===== src/rtl/otter_fetch_stage.sv =====
// OTTER IF stage: owns the PC and issues one outstanding word fetch at a time to a variable-latency instruction memory.
// Latency: F outputs register one edge after imem_rvalid; zero-wait memory sustains 1 instr/cycle.
// Backpressure: stall_F holds the F outputs; a response arriving under stall parks in a one-entry skid buffer and fetching pauses.
module otter_fetch_stage #(
    parameter logic [31:0] RESET_PC  = 32'h0000_0000,
    parameter logic [31:0] NOP_INSTR = 32'h0000_0013
) (
    input  logic        CLK,
    input  logic        RST_N,
    input  logic        stall_F,
    input  logic        redirect_E,
    input  logic [31:0] redirect_pc_E,
    output logic        imem_req,
    output logic [31:0] imem_addr,
    input  logic        imem_rvalid,
    input  logic [31:0] imem_rdata,
    output logic [31:0] Instr_F,
    output logic [31:0] PC_F,
    output logic [31:0] PC_plus4_F,
    output logic        valid_F
);

    typedef enum logic [1:0] {
        ST_REQ  = 2'd0,
        ST_HOLD = 2'd1,
        ST_KILL = 2'd2
    } state_t;

    state_t      state_q;
    logic [31:0] pc_q;
    logic [31:0] kill_addr_q;
    logic [31:0] skid_instr_q;
    logic [31:0] skid_pc_q;
    logic [31:0] instr_q;
    logic [31:0] pc_f_q;
    logic [31:0] pc_plus4_f_q;
    logic        valid_f_q;

    // Word-aligned redirect target and sequential next PC.
    logic [31:0] redirect_tgt_d;
    logic [31:0] pc_inc_d;

    assign redirect_tgt_d = redirect_pc_E & ~32'h0000_0003;
    assign pc_inc_d       = pc_q + 32'd4;

    // Request is gated by reset so it drops immediately on RST_N; KILL keeps the squashed address on the bus.
    assign imem_req  = RST_N && (state_q != ST_HOLD);
    assign imem_addr = (state_q == ST_KILL) ? kill_addr_q : pc_q;

    assign Instr_F    = instr_q;
    assign PC_F       = pc_f_q;
    assign PC_plus4_F = pc_plus4_f_q;
    assign valid_F    = valid_f_q;

    // Fetch FSM, PC, skid buffer and registered F outputs; redirect overrides stall and every other event.
    always_ff @(posedge CLK or negedge RST_N) begin
        if (!RST_N) begin
            state_q      <= ST_REQ;
            pc_q         <= RESET_PC;
            kill_addr_q  <= 32'h0;
            skid_instr_q <= 32'h0;
            skid_pc_q    <= 32'h0;
            instr_q      <= NOP_INSTR;
            pc_f_q       <= 32'h0;
            pc_plus4_f_q <= 32'h0;
            valid_f_q    <= 1'b0;
        end else if (redirect_E) begin
            // Bubble out, drop whatever is buffered, and restart at the target.
            instr_q   <= NOP_INSTR;
            valid_f_q <= 1'b0;
            pc_q      <= redirect_tgt_d;
            case (state_q)
                ST_REQ: begin
                    if (imem_rvalid) begin
                        state_q <= ST_REQ;
                    end else begin
                        // Request still in flight: wait out its response on the same address.
                        kill_addr_q <= pc_q;
                        state_q     <= ST_KILL;
                    end
                end
                ST_HOLD: state_q <= ST_REQ;
                ST_KILL: state_q <= imem_rvalid ? ST_REQ : ST_KILL;
                default: state_q <= ST_REQ;
            endcase
        end else begin
            case (state_q)
                ST_REQ: begin
                    if (imem_rvalid) begin
                        pc_q <= pc_inc_d;
                        if (stall_F) begin
                            skid_instr_q <= imem_rdata;
                            skid_pc_q    <= pc_q;
                            state_q      <= ST_HOLD;
                        end else begin
                            instr_q      <= imem_rdata;
                            pc_f_q       <= pc_q;
                            pc_plus4_f_q <= pc_inc_d;
                            valid_f_q    <= 1'b1;
                        end
                    end else if (!stall_F) begin
                        instr_q   <= NOP_INSTR;
                        valid_f_q <= 1'b0;
                    end
                end
                ST_HOLD: begin
                    if (!stall_F) begin
                        instr_q      <= skid_instr_q;
                        pc_f_q       <= skid_pc_q;
                        pc_plus4_f_q <= skid_pc_q + 32'd4;
                        valid_f_q    <= 1'b1;
                        state_q      <= ST_REQ;
                    end
                end
                ST_KILL: begin
                    // Wrong-path data is discarded; the correct PC is already in pc_q.
                    if (!stall_F) begin
                        instr_q   <= NOP_INSTR;
                        valid_f_q <= 1'b0;
                    end
                    if (imem_rvalid) begin
                        state_q <= ST_REQ;
                    end
                end
                default: state_q <= ST_REQ;
            endcase
        end
    end

endmodule


===== config.mk =====
export PLATFORM = sky130hd
export DESIGN_NAME = otter_fetch_stage
export DESIGN_NICKNAME = d
export VERILOG_FILES = /design/src/rtl/otter_fetch_stage.sv
export SDC_FILE = /design/constraint.sdc
export NUM_CORES = 1
export LEC_CHECK = 0
export BUFFER_PORTS_ARGS = -buffer_cell sky130_fd_sc_hd__buf_2
export CAP_MARGIN = 10
export CORE_MARGIN = 2
export CORE_UTILIZATION = 60
export CTS_CLUSTER_DIAMETER = 200
export DETAILED_ROUTE_END_ITERATION = 7
export GPL_TIMING_DRIVEN = 1
export PLACE_DENSITY = 0.82
export SLEW_MARGIN = 5
export SYNTH_ARGS = -nofsm -noshare
export SYNTH_HDL_FRONTEND = slang
export SYNTH_SLANG_ARGS = --single-unit

===== constraint.sdc =====
create_clock -name CLK -period 5.8 [get_ports CLK]
set_clock_uncertainty 0.15 [all_clocks]
set_input_delay 0.58 -clock CLK [delete_from_list [all_inputs] [get_ports CLK]]
set_output_delay 0.58 -clock CLK [all_outputs]
set_load 0.005 [all_outputs]

# Word-level counts from Yosys, hierarchy flattened
# Index checks and enable logic that the tools add are counted.
[totals] reg_bits=227 inputBits=69 out_inout_bits=130
[op_classes] eq_ne=11 reduce_logical=13 add_sub_neg=2 bitwise_logic=2 muxes=31
[op_table] operator="32-bit two-way mux" n=15
[op_table] operator="32-bit one-hot mux with 2 select lines" n=2
[op_table] operator="32-bit one-hot mux with 3 select lines" n=1
[op_table] operator="32-bit by 3-bit adder with 32-bit output (second input constant)" n=2
[op_table] operator="2-bit two-way mux" n=7
[op_table] operator="3-bit != test (second input constant)" n=4
[op_table] operator="4-bit AND reduction" n=2
[op_table] operator="2-bit != test (second input constant)" n=3
[op_table] operator="2-bit one-hot mux with 3 select lines" n=1
[op_table] operator="3-bit AND reduction" n=2
[op_table] operator="2-bit nonzero test" n=3
[op_table] operator="5-bit AND reduction" n=1
[op_table] operator="1-bit two-way mux" n=4
[op_table] operator="4-bit != test (second input constant)" n=1
[op_table] operator="4-bit nonzero test" n=1
[op_table] operator="1-bit one-hot mux with 3 select lines" n=1
[op_table] operator="2-bit by 1-bit == test with 1-bit output (second input constant)" n=1
[op_table] operator="2-bit == test (second input constant)" n=1
[op_table] operator="2-bit logical NOT" n=1
[op_table] operator="2-bit by 1-bit != test with 1-bit output (second input constant)" n=1
[op_table] operator="1-bit NOT" n=2
[op_table] operator="2-bit AND reduction" n=1
[op_table] operator="2-bit OR reduction" n=1
[op_table] operator="1-bit logical AND" n=1

# Depth between registers and ports, before layout
[depth] ltp_word=4 depth_mapped=10

# Least setup slack after synthesis
# No wires, ideal clock.
[synth_timing] path_type="register to output" startpoint="reg state_q[0]" endpoint="out imem_addr[10]" arrival_time_ns=1.709 stages_incl_launch_ff=6 path_buffers=2 required_time_ns=5.070 path_slack_ns=3.361 cell_sequence="dfrtp_1 > inv_1 > ha_1 > clkbuf_1 > buf_1 > mux2_2"
[synth_via] elab_chain_len=2
[synth_lines] item="from (decl)" line_no="29" rtl="state_t state_q;"
[synth_lines] item="from (signal assigned)" line_no="83" rtl="ST_KILL: state_q <= imem_rvalid ? ST_REQ : ST_KILL;"
[synth_lines] item="2-bit == test" line_no="48" rtl="assign imem_addr = (state_q == ST_KILL) ? kill_addr_q : pc_q;"
[synth_lines] item="32-bit two-way mux" line_no="48"
[synth_lines] item="to (decl)" line_no="14" rtl="output logic [31:0] imem_addr,"
# No other way between the ends.

# Worst setup path after layout
[layout_timing] startpoint="reg state_q[1]" endpoint="reg pc_plus4_f_q[23], in the netlist PC_plus4_F[23]"
[layout_via] elab_chain_len=3 word_cells_on_any_way=8 classes_between="eq/ne: 4; mux: 1; reduce/logical: 3"
[layout_lines] item="2-bit by 1-bit == test with 1-bit output / 2-bit logical NOT (equally long branches)" line_no="87" rtl="case (state_q)"
[layout_lines] item="2-bit != test (no source line) / 2-bit nonzero test (equally long branches)"
[layout_lines] item="5-bit AND reduction (no source line)"
[layout_lines] item="to (signal assigned)" line_no="98" rtl="pc_plus4_f_q <= pc_inc_d;"
[layout_lines] item="to (signal assigned)" line_no="110" rtl="pc_plus4_f_q <= skid_pc_q + 32'd4;"
[layout_lines] item="to (decl)" line_no="36" rtl="logic [31:0] pc_plus4_f_q;"
# Parallel ways exist; a longest one is shown, timed or not.
# A chain may end at the register's enable or synchronous reset.

==> impl_metrics.toml <==
[outcome]
status = "completed"

[route]
drcViolationCount = 0
via_per_inst = 6.20
wl_mm = 30.9
drt_iter0_markers = 744
vias = 9730
ant_nets = 0
drt_first_pass_iters = 5
wire_per_inst_um = 19.7

[synthesis]
synth_edf_count = 0
ys_seq_area_share_pct = 45.9
synth_top_area_share_pct = 45.2
ys_warn_count = 0
yosysUniqueCellTypes = 61
syn-cell-area_mm2 = 0.0118
synth.area.top_cells = "dfrtp_1 (45%), mux2_2 (11%), nand2_1 (5.8%)"
synth_area_per_cell_um2 = 10.1
synthArstFlopShare_pct = 100
yosys.area.top_type = "dfrtp_1"
synth_cells = 1177
synthFlopType = "dfrtp_1"
synth-seq-cells = 217

[setup_path]
start_kind = "flop"
rrSetupSlack_ps = 2170
slowest_stage = "buf_4"
arrival_ps = 3840
critPathMaxFanout = 67
cp.required_ps = 6010
path_class = "flop to flop"
critPathCaptureType = "flop"
max_stage_delay_ps = 680
cp_cell_sequence = "inv_1 -> ha_4 -> buf_4 -> nand2b_1 -> a211o_2 -> buf_4 -> a221oi_1 -> o21ai_1"
cp_common_cell = "buf_4"

[clock_tree]
cts.htree.levels = 1
cts_tree = "yes"
cts_root_buf = "clkbuf_16"
clkSinkCount = 217
numCtsBuffers = 23
cts-resized-gates = 0
clk_pin_slew_ps = 60
clock_latency_ps = 510
clockBufferDepth = 3

[sta]
fin_crit_ps = 3630
finalSetupViolCount = 0
worstMarginPinSlew_ps = 1180
report.final.slew_viol_count = 0
fmax_mhz = 276
finalSetupTns_ps = 0
min_period_over_period_pct = 62.6
setup_slack_ps = 2170
maxSlewHeadroom_pct = 21.1
rsz0062_at_grt = "no"
finalHoldViolCount = 0

[min_path]
hold_class = "input port to flop"

[layout]
multiInputGateArea_mm2 = 0.00585
layout_commonest_cell = "dfrtp_1"
drive_above_1_share_pct = 28.9
seqCellArea_mm2 = 0.00543
area_delta_synth_final_pct = 13.9
final_nets = 1361
final_cell_mix = "dfrtp_1 (214), buf_2 (188), nand2_1 (181)"
nFillCells = 1508

[floorplanning]
die_area_mm2 = 0.0209
core.rowCount = 51
fp.coreArea_mm2 = 0.0194
dieHeight_um = 144
die_w_um = 144
initial_core_util_pct = 61.0
num_io_pins = 199

[power_and_ir_drop]
power_density_mw_per_mm2 = 400
power.leakage_nw = 5.93
ir_drop_uv = 306

[placed_design]
dpl_worst_slack_ps = 1970
dp_hpwl_mm = 19.8
io_buffer_count = 190
routabilityCongestion = 0.861

[grt]
antenna_found_initial = 1
grt.total_usage_pct = 29.1
grt_pass1_vias = 9239
grt-ovfl-total = 0
grt_pass1_wl_mm = 48.1
grt_max_degree = 121

[flow_run]
drv_cap = 0
[per-layer routing]
metal | wire length [um] | vias to the layer above | GRT usage (%)
li1 | - | 4426 | -
met1 | 13200 | 4819 | 41.0
met2 | 14300 | 408 | 45.5
met3 | 2240 | 77 | 4.67
met4 | 1060 | 0 | 10.9
met5 | 0 | - | 0
[per-stage QoR]
step,total power [mW],instances,hold slack (ps),cell area (um2),util [%]
after CTS,5.40,1566,117,13500,69.4
after floorplan,3.30,1182,134,11900,-
final,5.39,1570,127,13500,69.5
after global routing,5.69,1568,125,13500,69.5
after detailed placement,3.91,1525,315,12700,65.5
after global placement,3.82,1525,308,12700,65.5
[critical path, delay by kind of cell, from the launching register on]
family	cells	cell delay (ps)
AO/OA/AOI/OAI	3	1090
adder cells (fa/ha/maj)	1	440
buffers and inverters	3	1230
flip-flops	1	380
AND/OR/NAND/NOR	1	150
[where the power goes]
part	total [mW]	switching [mW]	internal, mW
logic	1.49	0.739	0.753
registers	2.43	0.429	2.00
clock network	1.48	0.590	0.885
total	5.39	1.76	3.64
[flip-flops by register name (all words and copies together) (netlist names)]
register / cells
Instr_F: 32
skid_instr_q: 32
PC_F: 30
PC_plus4_F: 30
kill_addr_q: 30
pc_q: 30
skid_pc_q: 30
state_q: 2
valid_F: 1
[Yosys cell counts, types with 4 or more instances]
master / instances
dfrtp_1: 214
nand2_1: 182
mux2_2: 119
o21ai_0: 77
clkbuf_1: 61
nor2_1: 58
mux2i_1: 40
xor2_1: 39
xnor2_1: 37
buf_2: 31
nand3_1: 31
o31ai_1: 30
a221oi_1: 29
a32o_1: 28
nand4_1: 25
nor3_1: 17
and3_1: 14
buf_1: 13
o221ai_1: 12
a21oi_1: 11
buf_4: 11
and4_1: 9
inv_1: 8
nor4_1: 6
and2_1: 5
ha_1: 5
o211ai_1: 5
o21ai_1: 5
nand2b_1: 4
nor4_4: 4
[layout make-up]
class	count	share of cell area (%)
multi-input combinational	834	43.4
sequential	217	40.3
timing repair buffer	202	7.91
clock buffer	37	5.33
tap	265	2.46
clock inverter	3	0.297
inverter	9	0.251
antenna	3	0.0557
[repair_timing]
action / 4_1_cts / 5_1_grt
hold buffers: 1 / 0
hold endpoints to repair: 45 / 0
buffers inserted: 0 / 0
[worst paths after layout]
path,from,cells after the start,to
max,state_q[1],8,PC_plus4_F[23]
min,redirect_pc_E[27],3,pc_q[27]
max reg2reg,state_q[1],8,PC_plus4_F[23]
min reg2reg,PC_F[18],2,PC_F[18]
max in group asynchronous,RST_N,3,skid_pc_q[12]
min in group asynchronous,RST_N,2,PC_F[16]
[cell families (layout without fill, tap and decap cells)]
kind of cell | Yosys count | after routing | synth area share [%]
DFF | 217 | 217 | 45.9
adders and majority gates | 5 | 5 | 0.529
xor gates and xnor gates | 76 | 76 | 5.62
muxes | 159 | 159 | 14.7
buffers and inverters | 131 | 251 | 5.05
other | 1 | 9 | 0.0317
AOI/OAI and AO/OA | 217 | 217 | 13.0
and+or+nand+nor | 371 | 371 | 15.1
No activity file was read; power rests on OpenSTA's default activity.
